## src/rtl/fetch_pkg.sv

```systemverilog
`default_nettype none
// ------------------------------------------------------------------
// fetch_pkg: shared types and constants for the instruction-fetch stage.
// Rev 1.0
// ------------------------------------------------------------------
package fetch_pkg;

    localparam int DATA_W_DEF = 32;
    localparam int STATE_W    = 2;

    typedef enum logic [STATE_W-1:0] {
        ST_IDLE  = 2'd0,
        ST_REQ   = 2'd1,
        ST_DRAIN = 2'd2
    } state_t;

    localparam int                    ENTRY_W_DEF = 2 * DATA_W_DEF;
    localparam logic [DATA_W_DEF-1:0] RST_ADDR    = '0;
    localparam state_t                RST_STATE   = ST_IDLE;

    function automatic int entry_width(input int data_w);
        return 2 * data_w;
    endfunction

endpackage
`default_nettype wire

```

## src/rtl/fetch_fifo.sv

```systemverilog
`default_nettype none
// ------------------------------------------------------------------
// fetch_fifo: DEPTH-entry synchronous FIFO with clear, count and head data.
// Rev 1.0
// ------------------------------------------------------------------
module fetch_fifo #(
    parameter  int WIDTH = 64,
    parameter  int DEPTH = 4,
    localparam int AW    = $clog2(DEPTH),
    localparam int CW    = AW + 1
) (
    input  logic             clk,
    input  logic             rst,
    input  logic             push_i,
    input  logic [WIDTH-1:0] push_data_i,
    input  logic             pop_i,
    input  logic             clear_i,
    output logic [CW-1:0]    count_o,
    output logic [WIDTH-1:0] head_data_o
);

    logic [WIDTH-1:0] mem_q [DEPTH];
    logic [AW-1:0]    wr_ptr_q, wr_ptr_d;
    logic [AW-1:0]    rd_ptr_q, rd_ptr_d;
    logic [CW-1:0]    count_q, count_d;

    always_comb begin
        wr_ptr_d = wr_ptr_q;
        rd_ptr_d = rd_ptr_q;
        count_d  = count_q;
        if (clear_i) begin
            wr_ptr_d = '0;
            rd_ptr_d = '0;
            count_d  = '0;
        end else begin
            if (push_i) wr_ptr_d = wr_ptr_q + 1'b1;
            if (pop_i)  rd_ptr_d = rd_ptr_q + 1'b1;
            case ({push_i, pop_i})
                2'b10:   count_d = count_q + 1'b1;
                2'b01:   count_d = count_q - 1'b1;
                default: count_d = count_q;
            endcase
        end
    end

    always_ff @(posedge clk) begin
        if (!rst) begin
            wr_ptr_q <= '0;
            rd_ptr_q <= '0;
            count_q  <= '0;
        end else begin
            wr_ptr_q <= wr_ptr_d;
            rd_ptr_q <= rd_ptr_d;
            count_q  <= count_d;
        end
    end

    // Storage needs no reset: the head is masked to zero whenever the FIFO is empty.
    always_ff @(posedge clk) begin
        if (rst && !clear_i && push_i) mem_q[wr_ptr_q] <= push_data_i;
    end

    assign count_o     = count_q;
    assign head_data_o = (count_q != '0) ? mem_q[rd_ptr_q] : '0;

endmodule
`default_nettype wire

```

## src/rtl/fetch_buffer.sv

```systemverilog
`default_nettype none
// ------------------------------------------------------------------
// fetch_buffer: issues one word fetch at a time from pc_in, queues {pc, instr} for decode.
// Rev 1.0
// ------------------------------------------------------------------
module fetch_buffer
    import fetch_pkg::*;
#(
    parameter  int DATA_W = DATA_W_DEF,
    parameter  int DEPTH  = 4,
    localparam int CW     = $clog2(DEPTH) + 1
) (
    input  logic              clk,
    input  logic              rst,
    input  logic [DATA_W-1:0] pc_in,
    output logic              pc_advance,
    input  logic              flush,
    output logic              mem_req,
    output logic [DATA_W-1:0] mem_addr,
    input  logic              mem_ack,
    input  logic [DATA_W-1:0] mem_rdata,
    output logic              if_valid,
    input  logic              if_ready,
    output logic [DATA_W-1:0] if_instr,
    output logic [DATA_W-1:0] if_pc,
    output logic [CW-1:0]     fifo_count
);

    localparam int            ENTRY_W = entry_width(DATA_W);
    localparam logic [CW-1:0] DEPTH_C = CW'(DEPTH);

    state_t              state_q, state_d;
    logic [DATA_W-1:0]   addr_q, addr_d;
    logic                push;
    logic                pop;
    logic [ENTRY_W-1:0]  head;
    logic                unused_pc_lsb;

    assign unused_pc_lsb = ^pc_in[1:0];

    always_ff @(posedge clk) begin
        if (!rst) begin
            state_q <= RST_STATE;
            addr_q  <= DATA_W'(RST_ADDR);
        end else begin
            state_q <= state_d;
            addr_q  <= addr_d;
        end
    end

    // Space is reserved at issue, so the later push can never overflow the FIFO.
    always_comb begin
        state_d = state_q;
        addr_d  = addr_q;
        case (state_q)
            ST_IDLE: begin
                if (!flush && (fifo_count < DEPTH_C)) begin
                    addr_d  = {pc_in[DATA_W-1:2], 2'b00};
                    state_d = ST_REQ;
                end
            end
            ST_REQ: begin
                if (mem_ack)    state_d = ST_IDLE;
                else if (flush) state_d = ST_DRAIN;
            end
            ST_DRAIN: begin
                if (mem_ack) state_d = ST_IDLE;
            end
            default: state_d = ST_IDLE;
        endcase
    end

    always_comb begin
        mem_req    = (state_q != ST_IDLE);
        pc_advance = rst && (state_q == ST_REQ) && mem_ack && !flush;
    end

    assign mem_addr = addr_q;
    assign push     = pc_advance;
    assign if_valid = (fifo_count != '0);
    assign pop      = if_valid && if_ready && !flush;

    fetch_fifo #(
        .WIDTH (ENTRY_W),
        .DEPTH (DEPTH)
    ) u_fifo (
        .clk         (clk),
        .rst         (rst),
        .push_i      (push),
        .push_data_i ({addr_q, mem_rdata}),
        .pop_i       (pop),
        .clear_i     (flush),
        .count_o     (fifo_count),
        .head_data_o (head)
    );

    assign if_pc    = head[ENTRY_W-1:DATA_W];
    assign if_instr = head[DATA_W-1:0];

endmodule
`default_nettype wire
```

## config.mk

```make
export PLATFORM = sky130hd
export DESIGN_NAME = fetch_buffer
export DESIGN_NICKNAME = d
export VERILOG_FILES = /design/src/rtl/fetch_pkg.sv /design/src/rtl/fetch_fifo.sv /design/src/rtl/fetch_buffer.sv
export SDC_FILE = /design/constraint.sdc
export NUM_CORES = 1
export LEC_CHECK = 0
export CAP_MARGIN = 25
export CORE_MARGIN = 4
export CORE_UTILIZATION = 45
export CTS_CLUSTER_SIZE = 24
export DETAILED_ROUTE_END_ITERATION = 16
export PLACE_DENSITY = 0.71
export SETUP_SLACK_MARGIN = 0.05
export SLEW_MARGIN = 15
export SYNTH_ARGS = -nofsm -noshare
export SYNTH_HDL_FRONTEND = slang
export SYNTH_SLANG_ARGS = --single-unit
```

## constraint.sdc

```tcl
create_clock -name clk -period 2.9 [get_ports clk]
set_clock_uncertainty 0.2 [all_clocks]
set_input_delay 0.29 -clock clk [delete_from_list [all_inputs] [get_ports clk]]
set_output_delay 0.29 -clock clk [all_outputs]
set_load 0.03 [all_outputs]
```

==> results.py, run 1 <==
metrics = {
    "global_route": {
        "overflow": 0,
        "grt_max_degree": 64,
        "grt_pass1_wl_um": 34000,
        "gr-usage-all-layers_pct": 16.1,
        "grt_pass1_vias": 6136,
        "antenna_found_initial": 0,
    },
    "finish": {
        "final_nets": 844,
        "diodes": 0,
        "fin_util_pct": 58.2,
        "final_cells": 1115,
        "layout-drive-gt1-share_pct": 17.6,
        "area_growth_pct": 27.3,
        "stdcell_area_sq_um": 14100,
        "fill_cells": 1858,
    },
    "clock_tree": {
        "holdBufCountCts": 0,
        "clockRootBuffer": "clkbuf_16",
        "clk_pin_slew_ns": 0.06,
        "clock_sinks": 289,
        "cts_tree": "done",
        "numCtsBuffers": 29,
        "cts_max_level": 1,
        "clock_latency_ns": 0.52,
        "post_cts_buffers": 0,
        "cts_buffer_depth": 3,
    },
    "placed_design": {
        "io_buffers": 164,
        "placed_cells": 1062,
        "place_hpwl_um": 13500,
        "gp_congestion": 0.737,
        "dpl_cell_area_sq_um": 13200,
    },
    "routing": {
        "routed_wl_um": 21800,
        "post_drt_wl_per_cell_um": 19.5,
        "drtIter0Drc": 265,
        "drt_first_pass_iters": 4,
        "viasPerCell": 5.10,
        "via_count": 5687,
        "drc": 0,
        "ant_nets": 0,
    },
    "run_status": {
        "status": "complete, no violations",
    },
    "floorplanning": {
        "row_count": 57,
        "die_area_sq_um": 27200,
        "coreArea_sq_um": 24200,
        "pin_count": 171,
        "die_x_um": 165,
        "start_util_pct": 45.7,
        "die_h_um": 165,
    },
    "job": {
        "maxCapViolCount": 0,
    },
    "power_and_ir_drop": {
        "power_density_nw_per_um2": 609,
        "leakage_nw": 4.91,
        "vdd_drop_max_v": 0.000395,
    },
    "critical_path": {
        "required_ns": 2.41,
        "rr_worst_depth": 9,
        "r2r-end": "u_fifo.count_o[2]",
        "criticalPathCategory": "flop to output port",
        "endpoint_kind": "output port",
        "startpoint_type": "flop",
        "endpoint": "if_instr[13]",
        "r2r-start": "state_q[1]",
        "crit_arrival_ns": 2.24,
        "critPathMaxFanout": 26,
        "ff2ff_setup_slack_ns": 0.54,
    },
    "min_path": {
        "hold-path-cell-count": 3,
        "min_path_type": "input port to flop",
    },
    "yosys": {
        "synth_area_leaders": "edfxtp_1 (67%), mux4_2 (13%), dfxtp_1 (7.4%), and2_1 (3.7%), nand2_1 (2.1%)",
        "synth_seq_cells": 289,
        "avgSynthCellArea_sq_um": 18.8,
        "seq_area_frac_synth_pct": 74.6,
        "synth.distinct_cells": 32,
        "postSynthCellCount": 588,
        "netlist_area_sq_um": 11100,
        "ys.warnings.count": 0,
        "synth.largest_area_cell": "edfxtp_1",
        "synth_top_area_share_pct": 67.2,
    },
    "sta": {
        "timing.hold.ws_ns": 0.109,
        "finalCritPeriodShare_pct": 94.2,
        "finalSetupTns_ns": 0,
        "finalMaxSlewViolations": 0,
        "setup_viol": 0,
        "period_minus_slack_ns": 2.73,
        "fmax_mhz": 366,
        "rsz0062_at_grt": "false",
        "final_hold_viol_count": 0,
    },
}
[power by group]
part	internal, W	switching [W]
logic	0.000166	0.000178
clock network	0.00220	0.00146
registers	0.00454	0.0000421
total	0.00691	0.00168
[what timing repair did]
item                                    CTS  global route
endpoints found under the hold margin     0             0
gates resized for setup                  63             1
pin swaps                                 0             0
endpoints found under the setup margin   61             1
[logic make-up (layout without fill, tap and decap cells)]
logic type | count (synthesis) | after routing | share of synthesized area, %
AOI/OAI and AO/OA | 36 | 36 | 2.39
and+or+nand+nor | 146 | 146 | 6.71
other | 1 | 4 | 0.0338
muxes | 64 | 64 | 12.8
adders and majority gates | 6 | 6 | 0.745
xor gates and xnor gates | 5 | 5 | 0.395
buffers and inverters | 41 | 241 | 2.33
DFF | 289 | 289 | 74.6
[layout by cell type, fill, tap and decap left out, types with 2 or more instances in the layout]
master,instances
clkbuf_1,6
conb_1,4
bufinv_16,3
dfxtp_4,2
ha_1,5
clkdlybuf4s50_1,100
a21oi_1,2
clkinv_2,7
and2_4,4
clkbuf_16,29
mux4_2,62
nand2_1,61
edfxtp_1,248
clkbuf_8,4
dfxtp_1,39
buf_12,13
dlygate4sd2_1,61
and2_1,62
nor2_1,10
xor2_1,4
a21boi_1,30
inv_1,6
buf_4,6
[flip-flops by register name, summed over array words and instances (netlist names), named ones only]
register,flops
state_q,2
u_fifo.count_o,3
mem_addr,30
u_fifo.wr_ptr_q,2
u_fifo.rd_ptr_q,2
u_fifo.mem_q,248
[cells in the mapped netlist]
cell type and n:
edfxtp_1 248, and2_1 66, mux4_2 62, nand2_1 61
dfxtp_1 41, a21boi_1 30, buf_2 11, buf_6 10
clkbuf_1 10, nor2_1 10, inv_1 6, ha_1 5
buf_4 4, xor2_1 4, a21oi_1 2, or3_1 2
a2111oi_0 1, conb_1 1, fa_1 1, mux2_2 1
mux2i_1 1, nand2b_1 1, nand3b_1 1, nor2b_1 1
nor3b_1 1, nor4_1 1, o21ai_0 1, o311ai_0 1
o31ai_1 1, or2_2 1, or4_4 1, xnor2_1 1
[stage by stage]
stage | setup WS, ns | power (W)
3_3_place_gp | 0.320 | 0.00501
2_1_floorplan | 0.222 | 0.00482
6_report | 0.169 | 0.00860
5_1_grt | 0.0625 | 0.00893
3_5_place_dp | 0.169 | 0.00502
4_1_cts | 0.0684 | 0.00869
[final cells by class]
class	instances	area [sq um]	area share [%]
Inverter	6	22.5	0.160
Tap cell	324	405	2.87
Sequential cell	289	8280	58.6
Clock inverter	14	151	1.07
Multi-Input combinational cell	261	2580	18.3
Clock buffer	39	803	5.69
Timing Repair Buffer	182	1870	13.2
[layer usage]
layer | track usage (%) | wire [um] | up-vias
li1 | - | - | 2613
met1 | 21.4 | 9180 | 2882
met5 | 0 | 0 | -
met3 | 3.44 | 1410 | 27
met4 | 3.33 | 324 | 0
met2 | 27.8 | 10900 | 165
[how the worst min path moves through the flow]
stage / from / slack (ns) / end
2_1_floorplan: mem_ack / 0.17 / state_q[1]
3_3_place_gp: mem_addr[29] / 0.29 / mem_addr[29]
3_5_place_dp: mem_addr[25] / 0.31 / mem_addr[25]
4_1_cts: pc_in[25] / 0.09 / mem_addr[25]
5_1_grt: pc_in[21] / 0.1 / mem_addr[21]
6_report: pc_in[16] / 0.11 / mem_addr[16]
[worst max-delay path, cell delays in order (launching register included)]
cell           delay, ns
dfxtp_4             0.39
buf_12              0.24
mux4_2              0.54
and2_1              0.18
dlygate4sd2_1       0.35
Note: power is estimated with default switching activity, not from simulation.
==> run 2: changes to the inputs <==
==> constraint.sdc (replaced) <==
create_clock -name clk -period 2.9 [get_ports clk]
set_clock_uncertainty 0.2 [all_clocks]
set_input_delay 0.29 -clock clk [delete_from_list [all_inputs] [get_ports clk]]
set_output_delay 0.29 -clock clk [all_outputs]
set_load 0.02 [all_outputs]
==> results.py, run 2 (synthesized netlist as in run 1, its figures left out) <==
metrics = {
    "run_status": {
        "status": "complete, no violations",
    },
    "finish": {
        "mostFrequentLayoutCells": "edfxtp_1 (248), clkdlybuf4s50_1 (102), mux4_2 (62), and2_1 (62), dlygate4sd2_1 (62)",
        "layout_commonest_cell": "edfxtp_1",
        "area_growth_pct": 27.6,
        "layout-drive-gt1-share_pct": 17.7,
        "diodes": 0,
        "final_nets": 850,
        "largest-register": "u_fifo.mem_q",
        "final_cells": 1120,
        "largest_reg_flops": 248,
        "fill_cells": 1867,
    },
    "power_and_ir_drop": {
        "power_density_nw_per_um2": 599,
        "leakage_nw": 4.91,
        "total_power_w": 0.00847,
        "vdd_drop_max_v": 0.000322,
    },
    "clock_tree": {
        "clockRootBuffer": "clkbuf_16",
        "numCtsBuffers": 29,
        "cts_max_level": 1,
        "cts_buffer_depth": 3,
        "clock_latency_ns": 0.52,
        "clk_pin_slew_ns": 0.06,
        "holdBufCountCts": 0,
        "clock_sinks": 289,
        "cts_tree": "done",
    },
    "routing": {
        "drt_first_pass_iters": 4,
        "via_count": 5729,
        "routed_wl_um": 21700,
        "drtIter0Drc": 320,
        "post_drt_wl_per_cell_um": 19.4,
        "viasPerCell": 5.12,
        "drc": 0,
        "ant_nets": 0,
    },
    "floorplanning": {
        "die_h_um": 165,
        "coreArea_sq_um": 24200,
        "die_x_um": 165,
        "die_area_sq_um": 27200,
        "pin_count": 171,
        "start_util_pct": 45.7,
        "row_count": 57,
    },
    "global_route": {
        "grt_pass1_vias": 6158,
        "gr-usage-all-layers_pct": 16.0,
        "grt_max_degree": 64,
        "overflow": 0,
        "antenna_found_initial": 0,
        "grt_pass1_wl_um": 33600,
    },
    "critical_path": {
        "rr_worst_depth": 8,
        "critPathMaxFanout": 63,
        "required_ns": 2.41,
        "startpoint_type": "flop",
        "ff2ff_setup_slack_ns": 0.52,
        "criticalPathCategory": "flop to output port",
        "r2r-start": "u_fifo.count_o[2]",
        "r2r-end": "u_fifo.count_o[2]",
        "crit_arrival_ns": 2.25,
        "critPathLaunch": "u_fifo.count_o[2]",
        "endpoint_kind": "output port",
    },
    "placed_design": {
        "io_buffers": 164,
        "gp_congestion": 0.765,
        "placed_cells": 1065,
        "place_hpwl_um": 13600,
    },
    "sta": {
        "finalMaxSlewViolations": 0,
        "finalCritPeriodShare_pct": 94.4,
        "period_minus_slack_ns": 2.74,
        "fmax_mhz": 365,
        "rsz0062_at_grt": "false",
        "setup_viol": 0,
        "finalSetupTns_ns": 0,
        "final_hold_viol_count": 0,
    },
    "min_path": {
        "hold-path-cell-count": 3,
        "holdCritStartpoint": "pc_in[26]",
        "whs_endpoint": "mem_addr[26]",
        "min_path_type": "input port to flop",
    },
    "job": {
        "maxCapViolCount": 0,
    },
}
## run 2: changes by cell type in the layout (fill, tap and decap cells not counted), sizes merged, moves of 2 or more
cell	change
clkdlybuf4s50	+2
buf	+4
clkinv	+4
clkbuf	-3
## run 2: layout make-up
cell class                 instances  area [sq um]  share of cell area [%]
clock buffer                      36           805                    5.69
clock inverter                    16           128                   0.902
inverter                           6          22.5                   0.159
multi-input combinational        261          2580                    18.3
sequential                       289          8280                    58.5
tap                              324           405                    2.87
timing repair buffer             188          1920                    13.6
## run 2: critical path: stages, from the launching register on
cell and delay (ns):
dfxtp_1 0.39, or3_2 0.53, buf_12 0.21, clkdlybuf4s50_1 0.57
## run 2: where the power goes
part	leakage (nW)	total, W	switching [W]	internal, W
logic	1.87	0.000318	0.000152	0.000166
registers	2.58	0.00459	0.0000421	0.00454
clock network	0.464	0.00356	0.00143	0.00213
total	4.91	0.00847	0.00163	0.00684
## run 2: stage by stage
| stage | instance area [sq um] | hold slack (ns) | setup slack, ns | utilization, % |
|---|---|---|---|---|
| final | 14100 | 0.112 | 0.164 | 58.3 |
| after detailed placement | 13200 | 0.303 | 0.256 | 54.6 |
| after CTS | 14100 | 0.0851 | 0.117 | 58.3 |
| after floorplan | 11100 | 0.165 | 0.370 | - |
| after global routing | 14100 | 0.0965 | 0.0741 | 58.3 |
| after global placement | 13200 | 0.288 | 0.268 | 54.6 |
## run 2: per-layer routing
metal / part of all wire [%] / up-vias / global-route usage (%)
met5: 0 / - / 0
met4: 1.5 / 0 / 3.52
met3: 5.8 / 30 / 3.04
met2: 50 / 159 / 27.5
met1: 43 / 2921 / 21.5
li1: - / 2619 / -
## run 2: worst max-delay path by stage
stage / end / slack (ns)
floorplan: u_fifo.mem_q[0][0] / 0.37
global placement: if_instr[29] / 0.27
detailed placement: u_fifo.count_o[2] / 0.26
CTS: if_valid / 0.12
global route: pc_advance / 0.07
finish: if_valid / 0.16
## run 2: what timing repair did
action	4_1_cts	5_1_grt
buffers inserted	3	0
endpoints found under the setup margin	63	0
resized for setup	66	0
==> run 3: changes to the inputs <==
--- a/config.mk
+++ b/config.mk
@@ -10,7 +10,7 @@
 export CORE_UTILIZATION = 45
 export CTS_CLUSTER_SIZE = 24
 export DETAILED_ROUTE_END_ITERATION = 16
-export PLACE_DENSITY = 0.71
+export PLACE_DENSITY = 0.74
 export SETUP_SLACK_MARGIN = 0.05
 export SLEW_MARGIN = 15
 export SYNTH_ARGS = -nofsm -noshare
==> results.py, run 3 (synthesized netlist as in run 1, its figures left out) <==
metrics = {
    "routing": {
        "drt_first_pass_iters": 4,
        "post_drt_wl_per_cell_um": 20.2,
        "drc": 0,
        "drtIter0Drc": 330,
        "routed_wl_um": 22500,
        "via_count": 5851,
        "viasPerCell": 5.24,
        "ant_nets": 0,
    },
    "clock_tree": {
        "cts_max_level": 1,
        "cts_buffer_depth": 3,
        "clock_sinks": 289,
        "clock_latency_ns": 0.53,
        "clk_pin_slew_ns": 0.06,
        "cts_tree": "done",
        "clockRootBuffer": "clkbuf_16",
        "numCtsBuffers": 29,
        "post_cts_buffers": 0,
    },
    "finish": {
        "largest-register": "u_fifo.mem_q",
        "fill_cells": 1839,
        "mostFrequentLayoutCells": "edfxtp_1 (248), clkdlybuf4s50_1 (102), mux4_2 (62), and2_1 (62), nand2_1 (61)",
        "largest_reg_flops": 248,
        "layout_commonest_cell": "edfxtp_1",
        "seqCellArea_sq_um": 8280,
        "multi_input_area_sq_um": 2580,
        "diodes": 0,
        "final_nets": 845,
        "layout-drive-gt1-share_pct": 19.9,
        "area_growth_pct": 27.5,
    },
    "power_and_ir_drop": {
        "leakage_nw": 4.83,
        "swShare_pct": 18.9,
        "p_seq_share_pct": 52.3,
        "intPower_w": 0.00711,
        "power_density_nw_per_um2": 620,
        "total_power_w": 0.00877,
        "vdd_drop_max_v": 0.000353,
        "power_frac_clock_pct": 44.0,
        "p_sw_w": 0.00165,
        "p_comb_share_pct": 3.6,
    },
    "sta": {
        "final_hold_viol_count": 0,
        "period_minus_slack_ns": 2.72,
        "finalMaxSlewViolations": 0,
        "finalCritPeriodShare_pct": 93.9,
        "timing.hold.ws_ns": 0.113,
        "fmax_mhz": 367,
        "setup_viol": 0,
        "rsz0062_at_grt": "false",
    },
    "global_route": {
        "overflow": 0,
        "grt_use_met1_pct": 22.6,
        "grt_max_degree": 64,
        "gr-max-usage-layer": "met2",
        "grt_pass1_vias": 6179,
        "antenna_found_initial": 2,
        "gr-usage-all-layers_pct": 16.4,
        "grt_pass1_wl_um": 34400,
        "use_met3_pct": 3.22,
        "grt_use_met2_pct": 27.3,
    },
    "floorplanning": {
        "pin_count": 171,
        "die_h_um": 165,
        "row_count": 57,
        "die_area_sq_um": 27200,
        "die_x_um": 165,
        "coreArea_sq_um": 24200,
        "start_util_pct": 45.7,
    },
    "placed_design": {
        "io_buffers": 164,
        "gp_congestion": 0.750,
        "place_hpwl_um": 13900,
    },
    "critical_path": {
        "startpoint_type": "flop",
        "required_ns": 2.41,
        "crit_arrival_ns": 2.23,
        "endpoint_kind": "output port",
        "criticalPathCategory": "flop to output port",
        "critPathMaxFanout": 63,
    },
    "min_path": {
        "min_path_type": "input port to flop",
    },
    "run_status": {
        "status": "complete, no violations",
    },
    "job": {
        "maxCapViolCount": 0,
    },
}
==> run 3: cell types whose count changed in the layout (fill, tap and decap cells not counted), moves of 4 or more <==
cell	previous run	this run
buf_12	14	10
clkbuf_2	0	22
clkbuf_8	1	5
clkdlybuf4s15_1	0	11
clkinv_2	9	2
dlygate4sd2_1	62	26
==> run 3: cell type report <==
| type | count | area share, % |
|---|---|---|
| multi-input cells | 261 | 18.3 |
| flip-flops and latches | 289 | 58.6 |
| repair buffers | 183 | 13.0 |
| clock inverters | 13 | 1.37 |
| well taps | 324 | 2.87 |
| clock buffers | 40 | 5.78 |
| inverters | 6 | 0.159 |
==> run 3: timing repair <==
item | in CTS | in global routing
resized for setup | 64 | 58
setup endpoints to repair | 63 | 7
cloned | 0 | 1
hold buffers | 0 | 0
==> run 3: worst max-delay path, stage by stage (launching register included) <==
cell             delay, ns
dfxtp_1               0.39
or3_2                 0.53
buf_12                0.21
clkdlybuf4s50_1       0.57
==> run 3: path summary, 6_finish.rpt <==
| kind | to | slack [ns] | depth (start not counted) | from |
|---|---|---|---|---|
| worst max-delay path | if_valid | 0.18 | 3 | u_fifo.count_o[2] |
| worst min-delay path | mem_addr[20] | 0.11 | 3 | pc_in[20] |
| worst max register to register | u_fifo.count_o[2] | 0.53 | 9 | state_q[1] |
| worst min register to register | mem_addr[3] | 0.32 | 2 | mem_addr[3] |
==> run 3: through the flow <==
| step | area (sq um) | util (%) | TNS [ns] | worst slack [ns] | std cells |
|---|---|---|---|---|---|
| 6_report | 14100 | 58.3 | 0 | 0.176 | 1116 |
| 5_1_grt | 14100 | 58.3 | 0 | 0.0600 | 1116 |
| 4_1_cts | 14200 | 58.4 | -0.227 | -0.0873 | 1115 |
| 3_5_place_dp | 13200 | 54.4 | 0 | 0.225 | 1062 |
| 3_3_place_gp | 13200 | 54.4 | 0 | 0.309 | 1062 |
| 2_1_floorplan | 11100 | - | 0 | 0.370 | 591 |
==> run 3: power groups by stage <==
| stage | sequential [W] | clock (W) | combinational [W] |
|---|---|---|---|
| 6_report | 0.00459 | 0.00386 | 0.000320 |
| 3_3_place_gp | 0.00467 | 0 | 0.000313 |
| 2_1_floorplan | 0.00470 | 0 | 0.000102 |
| 4_1_cts | 0.00459 | 0.00395 | 0.000324 |
| 5_1_grt | 0.00459 | 0.00412 | 0.000344 |
| 3_5_place_dp | 0.00468 | 0 | 0.000324 |
==> run 3: metal layers <==
layer / vias up / wire length, um / part of all wire [%]
met1: 3013 / 9540 / 42
li1: 2609 / - / -
met5: - / 27 / 0.12
met3: 43 / 1250 / 5.6
met4: 4 / 413 / 1.8
met2: 182 / 11300 / 50
